[src/rtl/mac_dot_ctrl.sv]
// Sequencer for a signed multiply-accumulate dot product of len operand pairs.
// Optional saturating accumulate with sticky overflow flag: define MAC_DOT_CTRL_SAT_EN.
module mac_dot_ctrl #(
   parameter int DATA_W = 8,
   parameter int ACC_W  = 16,
   parameter int LEN_W  = 8
) (
   input  logic                     clk,
   input  logic                     reset_n,
   input  logic                     start,
   input  logic [LEN_W-1:0]         len,
   output logic                     busy,
   input  logic                     in_valid,
   input  logic signed [DATA_W-1:0] in_a,
   input  logic signed [DATA_W-1:0] in_b,
   output logic                     in_ready,
   output logic                     out_valid,
   output logic signed [ACC_W-1:0]  out_z,
   input  logic                     out_ready,
   output logic                     ovf
);

   typedef enum logic [1:0] {
      S_IDLE,
      S_RUN,
      S_DRAIN,
      S_DONE
   } state_e;

   state_e                    state_q, state_d;
   logic [LEN_W-1:0]          cnt_q, cnt_d;
   logic signed [DATA_W-1:0]  a_q, a_d;
   logic signed [DATA_W-1:0]  b_q, b_d;
   logic                      pend_q, pend_d;
   logic signed [ACC_W-1:0]   acc_q, acc_d;
   logic signed [ACC_W-1:0]   out_z_q, out_z_d;
   logic signed [2*DATA_W-1:0] prod;
   logic signed [ACC_W-1:0]   acc_next;
   logic                      accept;

`ifdef MAC_DOT_CTRL_SAT_EN
   localparam logic signed [ACC_W-1:0] ACC_MAX = {1'b0, {(ACC_W-1){1'b1}}};
   localparam logic signed [ACC_W-1:0] ACC_MIN = {1'b1, {(ACC_W-1){1'b0}}};
   logic                      ovf_q, ovf_d;
   logic signed [ACC_W:0]     sum_wide;
   logic                      clamp;
`endif

   always_comb begin
      // NOTE: every *_d gets a default first so no path leaves it unassigned (no latches).
      state_d  = state_q;
      cnt_d    = cnt_q;
      a_d      = a_q;
      b_d      = b_q;
      pend_d   = 1'b0;
      acc_d    = acc_q;
      out_z_d  = out_z_q;
      accept   = 1'b0;

      prod = (2*DATA_W)'(a_q) * (2*DATA_W)'(b_q);
`ifdef MAC_DOT_CTRL_SAT_EN
      ovf_d    = ovf_q;
      sum_wide = (ACC_W+1)'(acc_q) + (ACC_W+1)'(prod);
      clamp    = sum_wide[ACC_W] != sum_wide[ACC_W-1];
      if (!clamp)
         acc_next = sum_wide[ACC_W-1:0];
      else if (sum_wide[ACC_W])
         acc_next = ACC_MIN;
      else
         acc_next = ACC_MAX;
      if (pend_q && clamp)
         ovf_d = 1'b1;
`else
      acc_next = acc_q + ACC_W'(prod);
`endif

      if (pend_q)
         acc_d = acc_next;

      case (state_q)
         S_IDLE: begin
            if (start) begin
               acc_d = '0;
               cnt_d = len;
`ifdef MAC_DOT_CTRL_SAT_EN
               ovf_d = 1'b0;
`endif
               if (len == '0) begin
                  out_z_d = '0;
                  state_d = S_DONE;
               end else begin
                  state_d = S_RUN;
               end
            end
         end
         S_RUN: begin
            accept = in_valid;
            if (accept) begin
               a_d    = in_a;
               b_d    = in_b;
               pend_d = 1'b1;
               cnt_d  = cnt_q - 1'b1;
               if (cnt_q == LEN_W'(1))
                  state_d = S_DRAIN;
            end
         end
         S_DRAIN: begin
            // The last product lands in acc on this edge; publish the folded value.
            out_z_d = acc_d;
            state_d = S_DONE;
         end
         S_DONE: begin
            if (out_ready)
               state_d = S_IDLE;
         end
         default: state_d = S_IDLE;
      endcase
   end

   always_ff @(posedge clk) begin
      // NOTE: non-blocking assignments so every flop samples pre-edge values.
      if (!reset_n) begin
         state_q <= S_IDLE;
         cnt_q   <= '0;
         a_q     <= '0;
         b_q     <= '0;
         pend_q  <= 1'b0;
         acc_q   <= '0;
         out_z_q <= '0;
`ifdef MAC_DOT_CTRL_SAT_EN
         ovf_q   <= 1'b0;
`endif
      end else begin
         state_q <= state_d;
         cnt_q   <= cnt_d;
         a_q     <= a_d;
         b_q     <= b_d;
         pend_q  <= pend_d;
         acc_q   <= acc_d;
         out_z_q <= out_z_d;
`ifdef MAC_DOT_CTRL_SAT_EN
         ovf_q   <= ovf_d;
`endif
      end
   end

   assign busy      = state_q != S_IDLE;
   assign in_ready  = state_q == S_RUN;
   assign out_valid = state_q == S_DONE;
   assign out_z     = out_z_q;
`ifdef MAC_DOT_CTRL_SAT_EN
   assign ovf       = ovf_q;
`else
   assign ovf       = 1'b0;
`endif

endmodule

[config.mk]
export PLATFORM = sky130hd
export DESIGN_NAME = mac_dot_ctrl
export DESIGN_NICKNAME = d
export VERILOG_FILES = /design/src/rtl/mac_dot_ctrl.sv
export SDC_FILE = /design/constraint.sdc
export NUM_CORES = 1
export LEC_CHECK = 0
export CORE_MARGIN = 3
export CORE_UTILIZATION = 45
export CTS_CLUSTER_DIAMETER = 50
export DETAILED_ROUTE_END_ITERATION = 10
export PLACE_DENSITY = 0.73
export SYNTH_ARGS = -nofsm -noshare
export SYNTH_HDL_FRONTEND = slang
export SYNTH_SLANG_ARGS = --single-unit
[constraint.sdc]
create_clock -name clk -period 12.2 [get_ports clk]
set_clock_uncertainty 0.1 [all_clocks]
set_input_delay 2.44 -clock clk [delete_from_list [all_inputs] [get_ports clk]]
set_output_delay 2.44 -clock clk [all_outputs]
set_load 0.005 [all_outputs]
======== Word level (Yosys, flattened, before mapping) ========
Cells that the tools add are included.
word-level totals
  register bits after elaboration ......... 59
  latch bits .............................. 0
  memory bits (writable) .................. 0
  input port bits ......................... 29
  logic and storage cells ................. 45
  memories kept ........................... 0
  bits in read-only memories .............. 0
  output and inout port bits .............. 20
cells by class
  order comparisons ....................... 0
  eq/ne operators ......................... 9
  bitwise logic cells ..................... 0
  multiply operators ...................... 1
  multiplexer cells ....................... 16
  reductions and logical operators ........ 10
  shifts and indexed selects .............. 0
  divide/modulo/power cells ............... 0
  $add $sub $neg .......................... 2
operator list
  kind                 count
  $mux 16              5
  $pmux 16 s2          1
  $add 16x16->16       1
  $mul 8x8->16         1
  $mux 8               2
  $pmux 8 s2           1
  $mux 2               5
  $eq 8x1->1 const B   1
  $logic_not 8->1      1
  $pmux 2 s4           1
  $sub 8x1->8 const B  1
  $ne 2x2->1 const B   3
  $reduce_and 3->1     2
  $reduce_bool 2->1    3
  $eq 2x2->1 const B   2
  $ne 2x1->1 const B   2
  $reduce_and 2->1     2
  $reduce_and 4->1     1
  $eq 2x1->1 const B   1
  $logic_not 2->1      1
  $mux 1               1

======== Logic depth before layout (Yosys ltp) ========
  word-level depth ........................ 5
  gate-level depth with buffers ........... 19

======== Worst setup path after synthesis ========
Ideal clock, no wire load.
  path kind ............................... register to register
  start ................................... reg b_q[0]
  end ..................................... reg out_z_q[14] (netlist: out_z[14])
  cell stages (with the launch flop) ...... 17
  slack ................................... 7.070 ns
  path buffers ............................ 1
  required time ........................... 12.030 ns
  data arrival time ....................... 4.960 ns
  cells stage by stage .................... dfxtp_1 -> clkbuf_1 -> and2_1 -> inv_1 -> fa_1 -> inv_1 -> fa_1 -> fa_1 -> fa_1 -> fa_1 -> ha_1 -> o21a_1 -> o31a_1 -> o21a_1 -> or3_1 -> and3_1 -> o21ai_1
on the way
  word-level cells in the longest chain between the ends .. 4
RTL lines
  what                    RTL line  RTL
  start, declared         33        logic signed [DATA_W-1:0] b_q, b_d;
  start signal, assigned  126       b_q <= '0;
  start signal, assigned  137       b_q <= b_d;
  $mul 8x8->16            60        prod = (2*DATA_W)'(a_q) * (2*DATA_W)'(b_q);
  $add 16x16->16          74        acc_next = acc_q + ACC_W'(prod);
  $mux 16                 77        if (pend_q)
  $pmux 16 s2             80        case (state_q)
  end signal, assigned    140       out_z_q <= out_z_d;
  end, declared           36        logic signed [ACC_W-1:0] out_z_q, out_z_d;
Every way passes these cells.
A chain may end at the register's enable or synchronous reset.

==> tab_implementation.tex <==
\begin{tabular}{lr}
\hline
Metric & Value \\
\hline
\multicolumn{2}{l}{\textbf{Run status}} \\
Outcome & completed \\
\multicolumn{2}{l}{\textbf{Placed design}} \\
Worst slack at placement & 6.764 ns \\
Buffers added on ports & 47 \\
Dpl hpwl & 9917 µm \\
\# placed instances & 792 \\
RD Place Congestion & 0.8854 \\
\multicolumn{2}{l}{\textbf{Global routing}} \\
Met1 layer usage reported by global route & 28.47\% \\
Remaining Overflow, GRT & 0 \\
Number of global-route vias before repair & 4687 \\
Global-route usage over all layers & between 20\% and 30\% \\
Wire length of the first global-routing pass & $\sim$22000 µm \\
Met2 usage in global routing & between 30\% and 40\% \\
Largest net degree at the start of global routing & 33 \\
Most congested layer reported by global routing & met2 \\
Met3 capacity usage during global routing & 4.715\% \\
Number of antenna violations at the first check in global routing & 0 \\
\multicolumn{2}{l}{\textbf{Yosys}} \\
Post-synthesis sequential area ratio & 21.53\% \\
Area share of the largest cell type after synthesis & between 20\% and 30\% \\
Cell type with the largest total area after synthesis & sky130\_fd\_sc\_hd\_\_fa\_1 \\
Synthesized instance count & $\sim$630 \\
Mean cell area of the mapped netlist & around 8.7 µm² \\
Fraction of synthesis flops using an asynchronous set or reset pin & 0\% \\
Syn Std Cell Area & 5487 µm² \\
Total of flip-flops plus latches after synthesis & 59 \\
Synthesized net count & roughly 770 \\
Number of distinct library cell variants in the gate-level netlist after synthesis & 56 \\
Yosys warning count & 0 \\
Dominant register cell in the synthesized netlist & sky130\_fd\_sc\_hd\_\_dfxtp\_1 \\
Number of synthesized flops with an enable pin & 0 \\
Synth top area cells & sky130\_fd\_sc\_hd\_\_fa\_1 26\%, sky130\_fd\_sc\_hd\_\_dfxtp\_1 22\%, sky130\_fd\_sc\_hd\_\_ha\_1 10\%, sky130\_fd\_sc\_hd\_\_inv\_1 5.9\%, sky130\_fd\_sc\_hd\_\_nand2\_1 5.8\% \\
\multicolumn{2}{l}{\textbf{Timing}} \\
Max frequency & about 180 MHz \\
Tmin final & 5.475 ns \\
Number of endpoints failing setup at the final stage & 0 \\
Hold Fails Final Rpt & 0 \\
Worst Setup Slack, final & 6.725 ns \\
Final max-slew violation count & 0 \\
Headroom to the max-slew limit & 27.04\% \\
Transition time of the tightest slew-check pin & 1.094 ns \\
Period Utilization, post-route & 44.87\% \\
Aggregate negative setup slack & 0 ns \\
Setup repair after global routing missed its margin & false \\
\multicolumn{2}{l}{\textbf{Drt}} \\
Routed len/inst & roughly 16 µm \\
Number of violations reported at the end of detailed-routing iteration 0 & between 200 and 300 \\
Overall via count from detail\_route & 4355 \\
Antenna viol nets, final & 0 \\
Detailed-router iteration count before antenna repair & 4 \\
Routed wire length & 12660 µm \\
Per-cell via count in the routed design & about 5.4 \\
Post-detailed-route DRC marker count & 0 \\
\multicolumn{2}{l}{\textbf{Pwr}} \\
Combinational Power Share & 35.0\% \\
P\_leak & 0.002889 µW \\
Power consumption & between 700 and 800 µW \\
Internal power of the cells & 476.1 µW \\
Fraction of power spent switching nets & between 30 and 40\% \\
Clk pwr share & between 30\% and 40\% \\
Worst vdd ir & between 100 and 150 µV \\
Sequential cell fraction of total power & 32.3\% \\
Power per cell area & around 120 nW/µm² \\
Net switching power figure & 288.3 µW \\
\multicolumn{2}{l}{\textbf{Cells and area}} \\
Final instance count without filler cells & 808 \\
Synth-to-Final Area Change & 14.96\% \\
FILL cells & 1054 \\
Nets & between 800 and 900 \\
Total inserted antenna cells & 0 \\
Fraction of layout cells with a size suffix above 1 & 3.308\% \\
\multicolumn{2}{l}{\textbf{Clock network}} \\
Setup Fix Bufs, Post-CTS & 0 \\
Clk\_lat worst skew & 0.34 ns \\
Clock transition at the register clock pins on the worst setup and hold paths after CTS & 0.06 ns \\
Number of buffers inserted during clock tree synthesis & 9 \\
Number of buffers on the longest clock path & 2 \\
Total clock sinks & 59 \\
Total number of H-tree levels & 3 \\
Count of hold-fix buffers inserted at cts & 0 \\
Post-cts resize count & 0 \\
CTS Root Cell & sky130\_fd\_sc\_hd\_\_clkbuf\_16 \\
TritonCTS clock tree & built \\
\multicolumn{2}{l}{\textbf{Critical path}} \\
Arr. time, crit path & 5.61 ns \\
Biggest fanout along the worst timing path & 9 \\
Kind of end point of the critical path & register \\
Register-to-register path setup slack & 6.73 ns \\
Worst endpoint required time & 12.33 ns \\
Sort of element at the start of the critical path & register \\
Worst Setup Path Type & reg2reg \\
\multicolumn{2}{l}{\textbf{Die}} \\
Die width & 116.4 µm \\
Area of the die & 13550 µm² \\
Number of top-level design ports & 49 \\
Placement row count & 39 \\
Effective utilization at floorplan & 47.04\% \\
Chip Height & 116.4 µm \\
Core Region & 11660 µm² \\
\multicolumn{2}{l}{\textbf{Flow run}} \\
Maxcap violations & 0 \\
\multicolumn{2}{l}{\textbf{Hold path}} \\
Kind of path behind the tightest hold check & reg2reg \\
\hline
\end{tabular}
==> routing by layer <==
layer  vias up  wire length (µm)
met1      2101              5941
met5         -                 0
met3        16               691
met4         0               172
met2       129              5850
li1       2109                 -
==> layout by cell type (no fill, tap or decap), types with 3 or more instances in the layout <==
cell / count
sky130_fd_sc_hd__a211oi_1: 7
sky130_fd_sc_hd__nand2_1: 85
sky130_fd_sc_hd__clkinv_2: 3
sky130_fd_sc_hd__nor2_1: 43
sky130_fd_sc_hd__xnor2_1: 12
sky130_fd_sc_hd__nor3_1: 7
sky130_fd_sc_hd__mux2i_1: 6
sky130_fd_sc_hd__o221ai_1: 3
sky130_fd_sc_hd__clkdlybuf4s50_1: 47
sky130_fd_sc_hd__clkbuf_16: 9
sky130_fd_sc_hd__a21oi_1: 38
sky130_fd_sc_hd__ha_1: 44
sky130_fd_sc_hd__o21ai_0: 16
sky130_fd_sc_hd__nor2b_1: 7
sky130_fd_sc_hd__fa_1: 71
sky130_fd_sc_hd__nand2b_1: 3
sky130_fd_sc_hd__a21o_1: 3
sky130_fd_sc_hd__o211ai_1: 4
sky130_fd_sc_hd__o31a_1: 7
sky130_fd_sc_hd__inv_1: 86
sky130_fd_sc_hd__or2_2: 3
sky130_fd_sc_hd__and2_1: 34
sky130_fd_sc_hd__or3_1: 6
sky130_fd_sc_hd__a22oi_1: 3
sky130_fd_sc_hd__a31oi_1: 3
sky130_fd_sc_hd__nand3_1: 13
sky130_fd_sc_hd__dfxtp_1: 59
==> synth_stat cells, types with 3 or more instances <==
master and count:
sky130_fd_sc_hd__ha_1 44, sky130_fd_sc_hd__dfxtp_1 59, sky130_fd_sc_hd__o21ai_0 16, sky130_fd_sc_hd__fa_1 71
sky130_fd_sc_hd__mux2i_1 6, sky130_fd_sc_hd__nor2_1 43, sky130_fd_sc_hd__or3_1 6, sky130_fd_sc_hd__a31oi_1 3
sky130_fd_sc_hd__a22oi_1 3, sky130_fd_sc_hd__o221ai_1 3, sky130_fd_sc_hd__nand3_1 13, sky130_fd_sc_hd__nor2b_1 7
sky130_fd_sc_hd__nand2_1 85, sky130_fd_sc_hd__or2_2 3, sky130_fd_sc_hd__nand2b_1 3, sky130_fd_sc_hd__a21oi_1 38
sky130_fd_sc_hd__a211oi_1 7, sky130_fd_sc_hd__xnor2_1 12, sky130_fd_sc_hd__clkbuf_1 21, sky130_fd_sc_hd__o31a_1 7
sky130_fd_sc_hd__nor3_1 7, sky130_fd_sc_hd__o211ai_1 4, sky130_fd_sc_hd__a21o_1 3, sky130_fd_sc_hd__and2_1 34
sky130_fd_sc_hd__inv_1 86
==> path summary, 6_finish.rpt <==
kind / from / to / depth (start not counted)
worst max register to register: b_q[0] / register / 14
worst min register to register: out_z[5] / out_z[5] / 2
worst max-delay path: b_q[0] / register / 14
worst min-delay path: out_z[5] / out_z[5] / 2
==> registers in the layout, indices dropped and copies added (netlist names), named ones only <==
register,count
out_z,16
state_q,2
pend_q,1
a_q,8
cnt_q,8
b_q,8
acc_q,14
==> area by class of cell <==
class / count / area, µm² / share of cell area [%]
Sequential cell: 59 / 1181 / 18.73
Clock buffer: 11 / 232.7 / 3.690
Timing Repair Buffer: 48 / 478.0 / 7.578
Tap cell: 143 / 178.9 / 2.837
Multi-Input combinational cell: 455 / 3856 / 61.14
Clock inverter: 5 / 53.80 / 0.8530
Inverter: 87 / 326.6 / 5.178
==> stage by stage <==
stage	hold WS (ns)	util, %	area (µm²)
4_1_cts	0.3623	54.08	6307
6_report	0.3560	54.08	6307
3_5_place_dp	0.3478	51.63	6021
3_3_place_gp	0.3499	51.63	6021
5_1_grt	0.3999	54.08	6307
2_1_floorplan	0.3483	-	5487
==> power by group through the flow <==
stage	logic [µW]	registers [µW]	clock network, µW
4_1_cts	267	246	254
3_3_place_gp	258	249	0
5_1_grt	307	251	261
3_5_place_dp	264	250	0
2_1_floorplan	205	235	0
6_report	268	247	250
==> cell families after synthesis <==
family                   Yosys count  share of synthesized area (%)
multiplexers                       6                          1.095
AND/OR/NAND/NOR                  214                          18.56
adder cells (fa/ha/maj)          115                          35.94
buffers and inverters            115                          8.187
other                              1                        0.06835
flip-flops                        59                          21.53
XOR/XNOR                          13                          2.075
AO/OA/AOI/OAI                    106                          12.54
==> worst max-delay path, cell delays in order (launching register included) <==
cell	delay, ns
sky130_fd_sc_hd__dfxtp_1	0.48
sky130_fd_sc_hd__and2_1	0.54
sky130_fd_sc_hd__inv_1	0.12
sky130_fd_sc_hd__fa_1	0.52
sky130_fd_sc_hd__inv_1	0.06
sky130_fd_sc_hd__fa_1	0.48
sky130_fd_sc_hd__fa_1	0.57
sky130_fd_sc_hd__fa_1	0.45
sky130_fd_sc_hd__fa_1	0.48
sky130_fd_sc_hd__ha_1	0.27
sky130_fd_sc_hd__a2111o_1	0.38
sky130_fd_sc_hd__o21ai_1	0.25
sky130_fd_sc_hd__a21oi_1	0.17
sky130_fd_sc_hd__or4_1	0.42
sky130_fd_sc_hd__o311ai_1	0.08
No activity file was read; power rests on OpenSTA's default activity.
